## config.mk

```make
export PLATFORM = sky130hd
export DESIGN_NAME = spi_packet_parser
export DESIGN_NICKNAME = d
export VERILOG_FILES = /design/src/rtl/spi_packet_parser.sv
export SDC_FILE = /design/constraint.sdc
export NUM_CORES = 1
export LEC_CHECK = 0
export ABC_AREA = 1
export BUFFER_PORTS_ARGS = -buffer_cell sky130_fd_sc_hd__buf_2
export CORE_MARGIN = 4
export CORE_UTILIZATION = 56
export CTS_BUF_LIST = sky130_fd_sc_hd__clkbuf_8
export DETAILED_ROUTE_END_ITERATION = 12
export GPL_TIMING_DRIVEN = 0
export PLACE_DENSITY = 0.81
export SLEW_MARGIN = 25
export SYNTH_ARGS = -nofsm -noshare
export SYNTH_HDL_FRONTEND = slang
export SYNTH_SLANG_ARGS = --single-unit
```

## constraint.sdc

```tcl
create_clock -name iCLK -period 1.77 [get_ports iCLK]
set_input_delay 0.177 -clock iCLK [delete_from_list [all_inputs] [get_ports iCLK]]
set_output_delay 0.177 -clock iCLK [all_outputs]
set_load 0.02 [all_outputs]
```

## src/rtl/spi_packet_parser.sv

```systemverilog
// SPI packet parser: takes the decoded 6-bit header, collects the MSB-first payload and issues
// register-file write strobes and read requests. Optional PARITY_CHECK_EN adds an even-parity bit.
module spi_packet_parser #(
    parameter int DATA_WL = 16,
    parameter int CNT_WL  = 5
) (
    input  logic               iCLK,
    input  logic               iRSTn,
    input  logic               iCLR,
    input  logic               iEN,
    input  logic               MOSI,
    input  logic [5:0]         iHEADER,
    input  logic               iHEADER_EN,
    output logic               oWR_EN,
    output logic [3:0]         oWR_ADDR,
    output logic [DATA_WL-1:0] oWR_DATA,
    output logic               oRD_REQ,
    output logic               oBUSY,
    output logic               oERR
);

    typedef enum logic {IDLE, PAYLOAD} state_t;

    localparam logic [1:0] OP_WRITE = 2'b01;
    localparam logic [1:0] OP_READ  = 2'b10;
    localparam logic [1:0] OP_RSVD  = 2'b11;

`ifdef PARITY_CHECK_EN
    localparam int LAST_BIT = DATA_WL;
`else
    localparam int LAST_BIT = DATA_WL - 1;
`endif
    localparam logic [CNT_WL-1:0] CNT_LAST = CNT_WL'(LAST_BIT);

    state_t               state_q, state_d;
    logic [CNT_WL-1:0]    cnt_q, cnt_d;
    logic [DATA_WL-1:0]   shift_q, shift_d;
    logic [DATA_WL-1:0]   data_q, data_d;
    logic [3:0]           addr_q, addr_d;
    logic                 wr_en_q, wr_en_d;
    logic                 rd_req_q, rd_req_d;
    logic                 err_q, err_d;

    always_ff @(posedge iCLK or negedge iRSTn) begin
        if (!iRSTn) begin
            state_q  <= IDLE;
            cnt_q    <= '0;
            shift_q  <= '0;
            data_q   <= '0;
            addr_q   <= '0;
            wr_en_q  <= 1'b0;
            rd_req_q <= 1'b0;
            err_q    <= 1'b0;
        end else begin
            state_q  <= state_d;
            cnt_q    <= cnt_d;
            shift_q  <= shift_d;
            data_q   <= data_d;
            addr_q   <= addr_d;
            wr_en_q  <= wr_en_d;
            rd_req_q <= rd_req_d;
            err_q    <= err_d;
        end
    end

    always_comb begin
        state_d  = state_q;
        cnt_d    = cnt_q;
        shift_d  = shift_q;
        data_d   = data_q;
        addr_d   = addr_q;
        wr_en_d  = 1'b0;
        rd_req_d = 1'b0;
        err_d    = err_q;

        if (iCLR) begin
            state_d = IDLE;
            cnt_d   = '0;
            shift_d = '0;
            data_d  = '0;
            addr_d  = '0;
            err_d   = 1'b0;
        end else begin
            case (state_q)
                IDLE: begin
                    // The iEN paired with iHEADER_EN carries a header bit, never payload.
                    if (iHEADER_EN) begin
                        addr_d = iHEADER[3:0];
                        case (iHEADER[5:4])
                            OP_WRITE: begin
                                state_d = PAYLOAD;
                                cnt_d   = '0;
                                shift_d = '0;
                            end
                            OP_READ: rd_req_d = 1'b1;
                            OP_RSVD: err_d    = 1'b1;
                            default: ;
                        endcase
                    end
                end
                PAYLOAD: begin
                    // iHEADER_EN here is the upstream counter wrapping; it is ignored.
                    if (iEN) begin
`ifdef PARITY_CHECK_EN
                        if (cnt_q == CNT_LAST) begin
                            state_d = IDLE;
                            if ((^shift_q ^ MOSI) == 1'b0) begin
                                wr_en_d = 1'b1;
                                data_d  = shift_q;
                            end else begin
                                err_d = 1'b1;
                            end
                        end else begin
                            shift_d = {shift_q[DATA_WL-2:0], MOSI};
                            cnt_d   = cnt_q + 1'b1;
                        end
`else
                        shift_d = {shift_q[DATA_WL-2:0], MOSI};
                        cnt_d   = cnt_q + 1'b1;
                        if (cnt_q == CNT_LAST) begin
                            state_d = IDLE;
                            wr_en_d = 1'b1;
                            data_d  = shift_d;
                        end
`endif
                    end
                end
                default: state_d = IDLE;
            endcase
        end
    end

    assign oWR_EN   = wr_en_q;
    assign oWR_ADDR = addr_q;
    assign oWR_DATA = data_q;
    assign oRD_REQ  = rd_req_q;
    assign oBUSY    = (state_q == PAYLOAD);
    assign oERR     = err_q;

endmodule

```

==> summary.md, run 1 <==
| Metric | Value |
|---|---|
| Syn Std Cell Area | `0.00183 mm²` |
| Sequential area share after synthesis | `0.602` |
| Register bit count reported by yosys | `44` |
| Remaining DRCs | `0` |
| Req. time, crit path | `1.94 ns` |
| Critical Path AT | `1.80 ns` |
| Crit path time final | `1.63 ns` |
| Hold Violations, Final | `0` |
| Site Rows | `20` |
| Core footprint | `0.00308 mm²` |
| Largest stage delay on the critical path | `0.40 ns` |
| Setup crit end kind | `flop` |
| Port bufs | `35` |
| Core Util, Final | `0.710` |
| Pwr/cell area | `818 mW/mm²` |
| TritonCTS clock tree | `built` |
| Htree depth | `2` |
| IR drop worst, VDD | `0.515 mV` |
| Routed WL per cell | `12.6 µm` |
| Commonest non-fill, non-tap cell in the layout | `dfrtp_1` |
| Area added between synthesis and finish | `19.5%` |
| # setup viols final | `0` |
| R2R Path Start | `cnt_q[0]$_DFFE_PN0P_` |
| Pre-CTS WS | `-0.0238 ns` |
| Post-route setup TNS | `0 ns` |
| Cell-internal power | `1.37 mW` |
| Die ar. | `0.00425 mm²` |
| Initial antenna violation count | `0` |
| Yosys warns | `0` |
| Worst slew margin | `0.650` |
| Final layout net count | `249` |
| Worst hold stages | `2` |
| Routability Congestion | `0.795` |
| DP Wirelength | `2.43 mm` |
| Status | `finished clean` |
| Total CTS buffers | `5` |
| Commonest non-fill, non-tap cells in the layout | `dfrtp_1 (44), nand2_1 (36), inv_1 (35), buf_2 (34), o22ai_1 (15)` |
| Post-route clock skew | `0.00555 ns` |
| Clock Path Buffers | `2` |
| Clk Latency, worst-skew pair | `0.29 ns` |
| Max Slew Vio Count | `0` |
| Multi-input gate area | `554 µm²` |
| Chip height | `65.2 µm` |
| Clk root buf | `clkbuf_8` |
| Synthesized netlist cell count | `191` |
| Crit-path slowest cell | `dfrtp_1` |
| Slew @ Worst Pin | `0.524 ns` |
| Antenna-violating nets left | `0` |
| Top cell type's share of synthesized area | `0.602` |
| Max_cap viols | `0` |
| Hold Crit Class | `primary input to flop` |
| Drt initial violations | `50` |
| GRT Util Overall | `0.191` |
| Switch share | `0.235` |
| Vias per std cell | `5.01` |
| Via count | `1403` |
| Worst Reg2Reg Path Length in Cells | `8` |
| Crit path kind | `flop to flop` |
| Distinct cell type count after synthesis | `25` |
| Fillers | `231` |
| Switching power total | `0.419 mW` |
| Share of cells above drive strength 1 | `0.267` |
| Cell accounting for the most synthesized area | `dfrtp_1` |
| Final Power | `1.79 mW` |
| Final Hold Slack | `0.0548 ns` |
| Vias in the first global route | `1449` |
| Synth Net Count | `205` |
| Initial Utilization | `0.594` |
| Grt total ovfl | `0` |
| CP cell instances | `ha_2 > nand2_1 > nor2_2 > ha_2 > nand2_1 > o21ai_4 > buf_6 > o22ai_1` |
| Startpoint Class | `flop` |
| Highest clock rate | `614 MHz` |
| Period Utilization, post-route | `0.921` |
| Clock slew at reported path FFs | `0.08 ns` |
| DRT Pass-1 Iters | `5` |
| P_leak | `1.07 nW` |
| Worst reg-to-reg setup slack | `0.14 ns` |
| Critical R2R Capture | `oWR_DATA[13]$_DFFE_PN0P_` |
| Top-Level Pins | `36` |
| Pin count of the biggest net entering global routing | `45` |
| Synth Area per Inst | `9.58 µm²` |
| Largest cells by area after synthesis | `dfrtp_1 (60%), nand2_1 (7.4%), inv_1 (6.8%)` |
| Worst Hold End | `oRD_REQ$_DFF_PN0_` |
| Setup WS post-layout | `0.141 ns` |
| # diodes | `0` |
| Die outline width | `65.2 µm` |
| Hold path start | `iHEADER[4]` |
| Clock sink total | `44` |
| Total wire length | `3.53 mm` |
| Register area | `0.00110 mm²` |
| First-pass GRT wire length | `6.20 mm` |
| Part of the power in registers | `0.571` |
| Comb pwr share | `0.080` |
| CP Max Fanout | `10` |
| Clk pwr share | `0.349` |
-- metal layers --
metal,vias up,wire length [µm],track usage
met4,0,55,0.0855
met1,659,1660,0.249
met2,37,1600,0.310
li1,701,-,-
met5,-,0,0
met3,6,208,0.0393
-- synth_stat cells, drive strengths merged --
cell type,number
dfrtp,44
nand2,41
inv,35
o21ai,26
o22ai,15
nand3,9
nor2,9
buf,4
clkbuf,2
ha,2
a21oi,1
a31oi,1
nand4,1
nor3,1
-- power groups by stage --
stage / registers, mW / clock network (mW) / logic, mW
floorplan: 1.05 / 0 / 0.0667
global placement: 1.04 / 0 / 0.139
detailed placement: 1.04 / 0 / 0.139
CTS: 1.02 / 0.633 / 0.142
global route: 1.02 / 0.676 / 0.161
finish: 1.02 / 0.623 / 0.143
-- stage by stage --
| stage | cell area (µm²) | cells |
|---|---|---|
| finish | 2190 | 280 |
| global route | 2190 | 280 |
| CTS | 2160 | 279 |
| detailed placement | 2060 | 270 |
| global placement | 2060 | 270 |
| floorplan | 1830 | 191 |
-- state kept, by name, indices dropped and copies added, names as in the netlist --
| register | flops |
|---|---|
| oERR | 1 |
| oWR_ADDR | 4 |
| oWR_DATA | 16 |
| oRD_REQ | 1 |
| cnt_q | 5 |
| oBUSY | 1 |
| oWR_EN | 1 |
| shift_q | 15 |
-- logic make-up (layout without fill, tap and decap cells) --
kind of cell	after synthesis	count (layout)	synth area share
DFF	44	44	0.602
adders and majority gates	2	2	0.0137
AOI/OAI and AO/OA	43	43	0.137
and+or+nand+nor	61	61	0.148
buffers and inverters	41	86	0.0992
-- cell type report --
| cell class | count | area share |
|---|---|---|
| multi-input combinational | 106 | 0.254 |
| inverter | 35 | 0.0601 |
| clock inverter | 2 | 0.00343 |
| buffer | 6 | 0.0252 |
| clock buffer | 6 | 0.0378 |
| sequential | 44 | 0.504 |
| timing repair buffer | 37 | 0.0910 |
| tap | 44 | 0.0252 |
-- worst max-delay path by stage --
stage                          from  cells after the start                       end  slack (ns)
3_3_place_gp   cnt_q[0]$_DFFE_PN0P_                      7   oWR_DATA[5]$_DFFE_PN0P_        0.01
5_1_grt        cnt_q[0]$_DFFE_PN0P_                      8   oWR_DATA[0]$_DFFE_PN0P_       -0.01
2_1_floorplan  cnt_q[0]$_DFFE_PN0P_                      7  oWR_DATA[10]$_DFFE_PN0P_        0.24
3_5_place_dp   cnt_q[0]$_DFFE_PN0P_                      7   oWR_DATA[5]$_DFFE_PN0P_       -0.02
4_1_cts        cnt_q[0]$_DFFE_PN0P_                      8  oWR_DATA[13]$_DFFE_PN0P_        0.13
6_report       cnt_q[0]$_DFFE_PN0P_                      8  oWR_DATA[13]$_DFFE_PN0P_        0.14
-- critical path: cells and delay by family, from the launching register on --
kind,cells,cell delay (ns)
simple gates,3,0.29
buf+inv,1,0.16
flops,1,0.40
compound gates,2,0.27
fa+ha+maj,2,0.40
-- timing repair --
item | in CTS | in global routing
hold endpoints to repair | 0 | 44
setup endpoints to repair | 10 | 17
setup buffers | 1 | 0
hold buffers | 0 | 1
gates resized for setup | 1 | 5
gates cloned | 0 | 0
pin swaps | 1 | 1
Note: power is estimated with default switching activity, not from simulation.
==> run 2, diff against run 1 <==
--- a/config.mk
+++ b/config.mk
@@ -10,9 +10,10 @@
 export CORE_MARGIN = 4
 export CORE_UTILIZATION = 56
 export CTS_BUF_LIST = sky130_fd_sc_hd__clkbuf_8
+export CTS_CLUSTER_DIAMETER = 60
 export DETAILED_ROUTE_END_ITERATION = 12
 export GPL_TIMING_DRIVEN = 0
-export PLACE_DENSITY = 0.81
+export PLACE_DENSITY_LB_ADDON = 0.15
 export SLEW_MARGIN = 25
 export SYNTH_ARGS = -nofsm -noshare
 export SYNTH_HDL_FRONTEND = slang
==> run 2 against run 1 <==
  * Highest routed layer unchanged
  * Fmax about the same
  * First-iteration DRC count rose by 80%
  * Non-clock buffer count grew 1
  * Worst hold slack better by 0.020 ns
  * Via count is 2.2% higher
  * Utilization about the same
  * Largest power group unchanged
  * Clock power down 2%
==> summary.md, run 2 (synthesis results as in run 1) <==
| Metric | Value |
|---|---|
| Pwr/cell area | `814 mW/mm²` |
| Slew @ Worst Pin | `0.533 ns` |
| Period Utilization, post-route | `0.921` |
| Post-route clock skew | `0.00354 ns` |
| Via count | `1434` |
| Commonest non-fill, non-tap cell in the layout | `dfrtp_1` |
| GRT Util Overall | `0.195` |
| Critical path origin | `cnt_q[0]$_DFFE_PN0P_` |
| Clock Path Buffers | `2` |
| Clock sink total | `44` |
| Vias in the first global route | `1428` |
| Routability Congestion | `0.747` |
| Initial Utilization | `0.594` |
| Final Power | `1.78 mW` |
| Antenna-violating nets left | `0` |
| Placed cells | `270` |
| P_leak | `1.08 nW` |
| Drt initial violations | `90` |
| Site Rows | `20` |
| Startpoint Class | `flop` |
| Clk Latency, worst-skew pair | `0.29 ns` |
| Die ar. | `0.00425 mm²` |
| Max_cap viols | `0` |
| Max Slew Vio Count | `0` |
| Clk root buf | `clkbuf_8` |
| Pin count of the biggest net entering global routing | `45` |
| Remaining DRCs | `0` |
| Req. time, crit path | `1.94 ns` |
| Final Hold Slack | `0.0747 ns` |
| # setup viols final | `0` |
| CP Max Fanout | `7` |
| Core Util, Final | `0.710` |
| DRT Pass-1 Iters | `4` |
| # diodes | `0` |
| Die outline width | `65.2 µm` |
| Share of cells above drive strength 1 | `0.262` |
| Setup repair after global routing missed its margin | `false` |
| Chip height | `65.2 µm` |
| Area added between synthesis and finish | `19.4%` |
| Vias per std cell | `5.10` |
| Routed WL per cell | `12.9 µm` |
| Max reg flops | `16` |
| Grt total ovfl | `0` |
| Total wire length | `3.63 mm` |
| Initial antenna violation count | `0` |
| TritonCTS clock tree | `built` |
| Non-filler instance count after layout | `281` |
| Highest clock rate | `613 MHz` |
| First-pass GRT wire length | `6.35 mm` |
| Worst slew margin | `0.644` |
| Final layout net count | `250` |
| IR drop worst, VDD | `0.514 mV` |
| Htree depth | `2` |
| Total CTS buffers | `5` |
| R2R Path Start | `cnt_q[0]$_DFFE_PN0P_` |
| Top-Level Pins | `36` |
| Core footprint | `0.00308 mm²` |
| Critical Path AT | `1.80 ns` |
| Commonest non-fill, non-tap cells in the layout | `dfrtp_1 (44), nand2_1 (36), inv_1 (35), buf_2 (34), o22ai_1 (15)` |
| Crit path kind | `flop to flop` |
| Hold Violations, Final | `0` |
| Setup crit end kind | `flop` |
| Status | `finished clean` |
| Hold path start | `iHEADER[4]` |
| Crit path time final | `1.63 ns` |
| Hold Crit Class | `primary input to flop` |
| DP Wirelength | `2.48 mm` |
| Port bufs | `35` |
| Clock slew at reported path FFs | `0.08 ns` |
-- run 2: cell types whose count changed in the layout (fill, tap and decap cells not counted) --
cell	previous run	this run
ha_1	0	1
nor2_1	6	7
nor2_2	2	1
ha_2	2	1
buf_6	3	2
buf_4	2	4
-- run 2: routing by layer --
metal | global-route usage | vias up | routed length [µm]
met2 | 0.332 | 40 | 1760
met3 | 0.0479 | 4 | 200
li1 | - | 704 | -
met1 | 0.240 | 686 | 1620
met4 | 0.0777 | 0 | 49
met5 | 0 | - | 0
-- run 2: final cells by class --
class                           instances  area, µm²
Tap cell                               44       55.1
Multi-Input combinational cell        106        549
Timing Repair Buffer                   38        203
Fill cell                             244        893
Buffer                                  6       55.1
Inverter                               35        131
Clock inverter                          2       7.51
Sequential cell                        44       1100
Clock buffer                            6       82.6
-- run 2: worst max-delay path, stage by stage (launching register included) --
cell and delay, ns:
dfrtp_1 0.38, ha_1 0.18, nand2_1 0.07, nor2_1 0.12, ha_2 0.20, nand2_1 0.10, o21ai_4 0.19, buf_4 0.18
o22ai_1 0.08
-- run 2: worst paths after layout --
| path | endpoint | slack [ns] | cells after the start |
|---|---|---|---|
| max in group asynchronous | oWR_DATA[4]$_DFFE_PN0P_ | 0.99 | 2 |
| worst max register to register | oWR_DATA[0]$_DFFE_PN0P_ | 0.14 | 8 |
| worst max-delay path | oWR_DATA[0]$_DFFE_PN0P_ | 0.14 | 8 |
| worst min-delay path | oRD_REQ$_DFF_PN0_ | 0.07 | 2 |
| worst min register to register | shift_q[2]$_DFFE_PN0P_ | 0.49 | 2 |
| min in group asynchronous | cnt_q[2]$_DFFE_PN0P_ | 0.41 | 2 |
-- run 2: power by group --
| part | switching [mW] | internal [mW] |
|---|---|---|
| Clock | 0.304 | 0.307 |
| Sequential | 0.00666 | 1.01 |
| Combinational | 0.0982 | 0.0479 |
-- run 2: what timing repair did --
action	in CTS	in global routing
pin swaps	1	0
hold buffers	0	1
hold endpoints to repair	0	44
gates resized for setup	1	2
buffers inserted	1	1
endpoints found under the setup margin	10	14
-- run 2: through the flow --
stage | worst slack [ns] | TNS [ns] | cell area, µm²
3_5_place_dp | -0.0250 | -0.161 | 2060
4_1_cts | 0.102 | 0 | 2160
3_3_place_gp | 0.0114 | 0 | 2060
2_1_floorplan | 0.240 | 0 | 1830
6_report | 0.139 | 0 | 2180
5_1_grt | 0.00634 | 0 | 2180
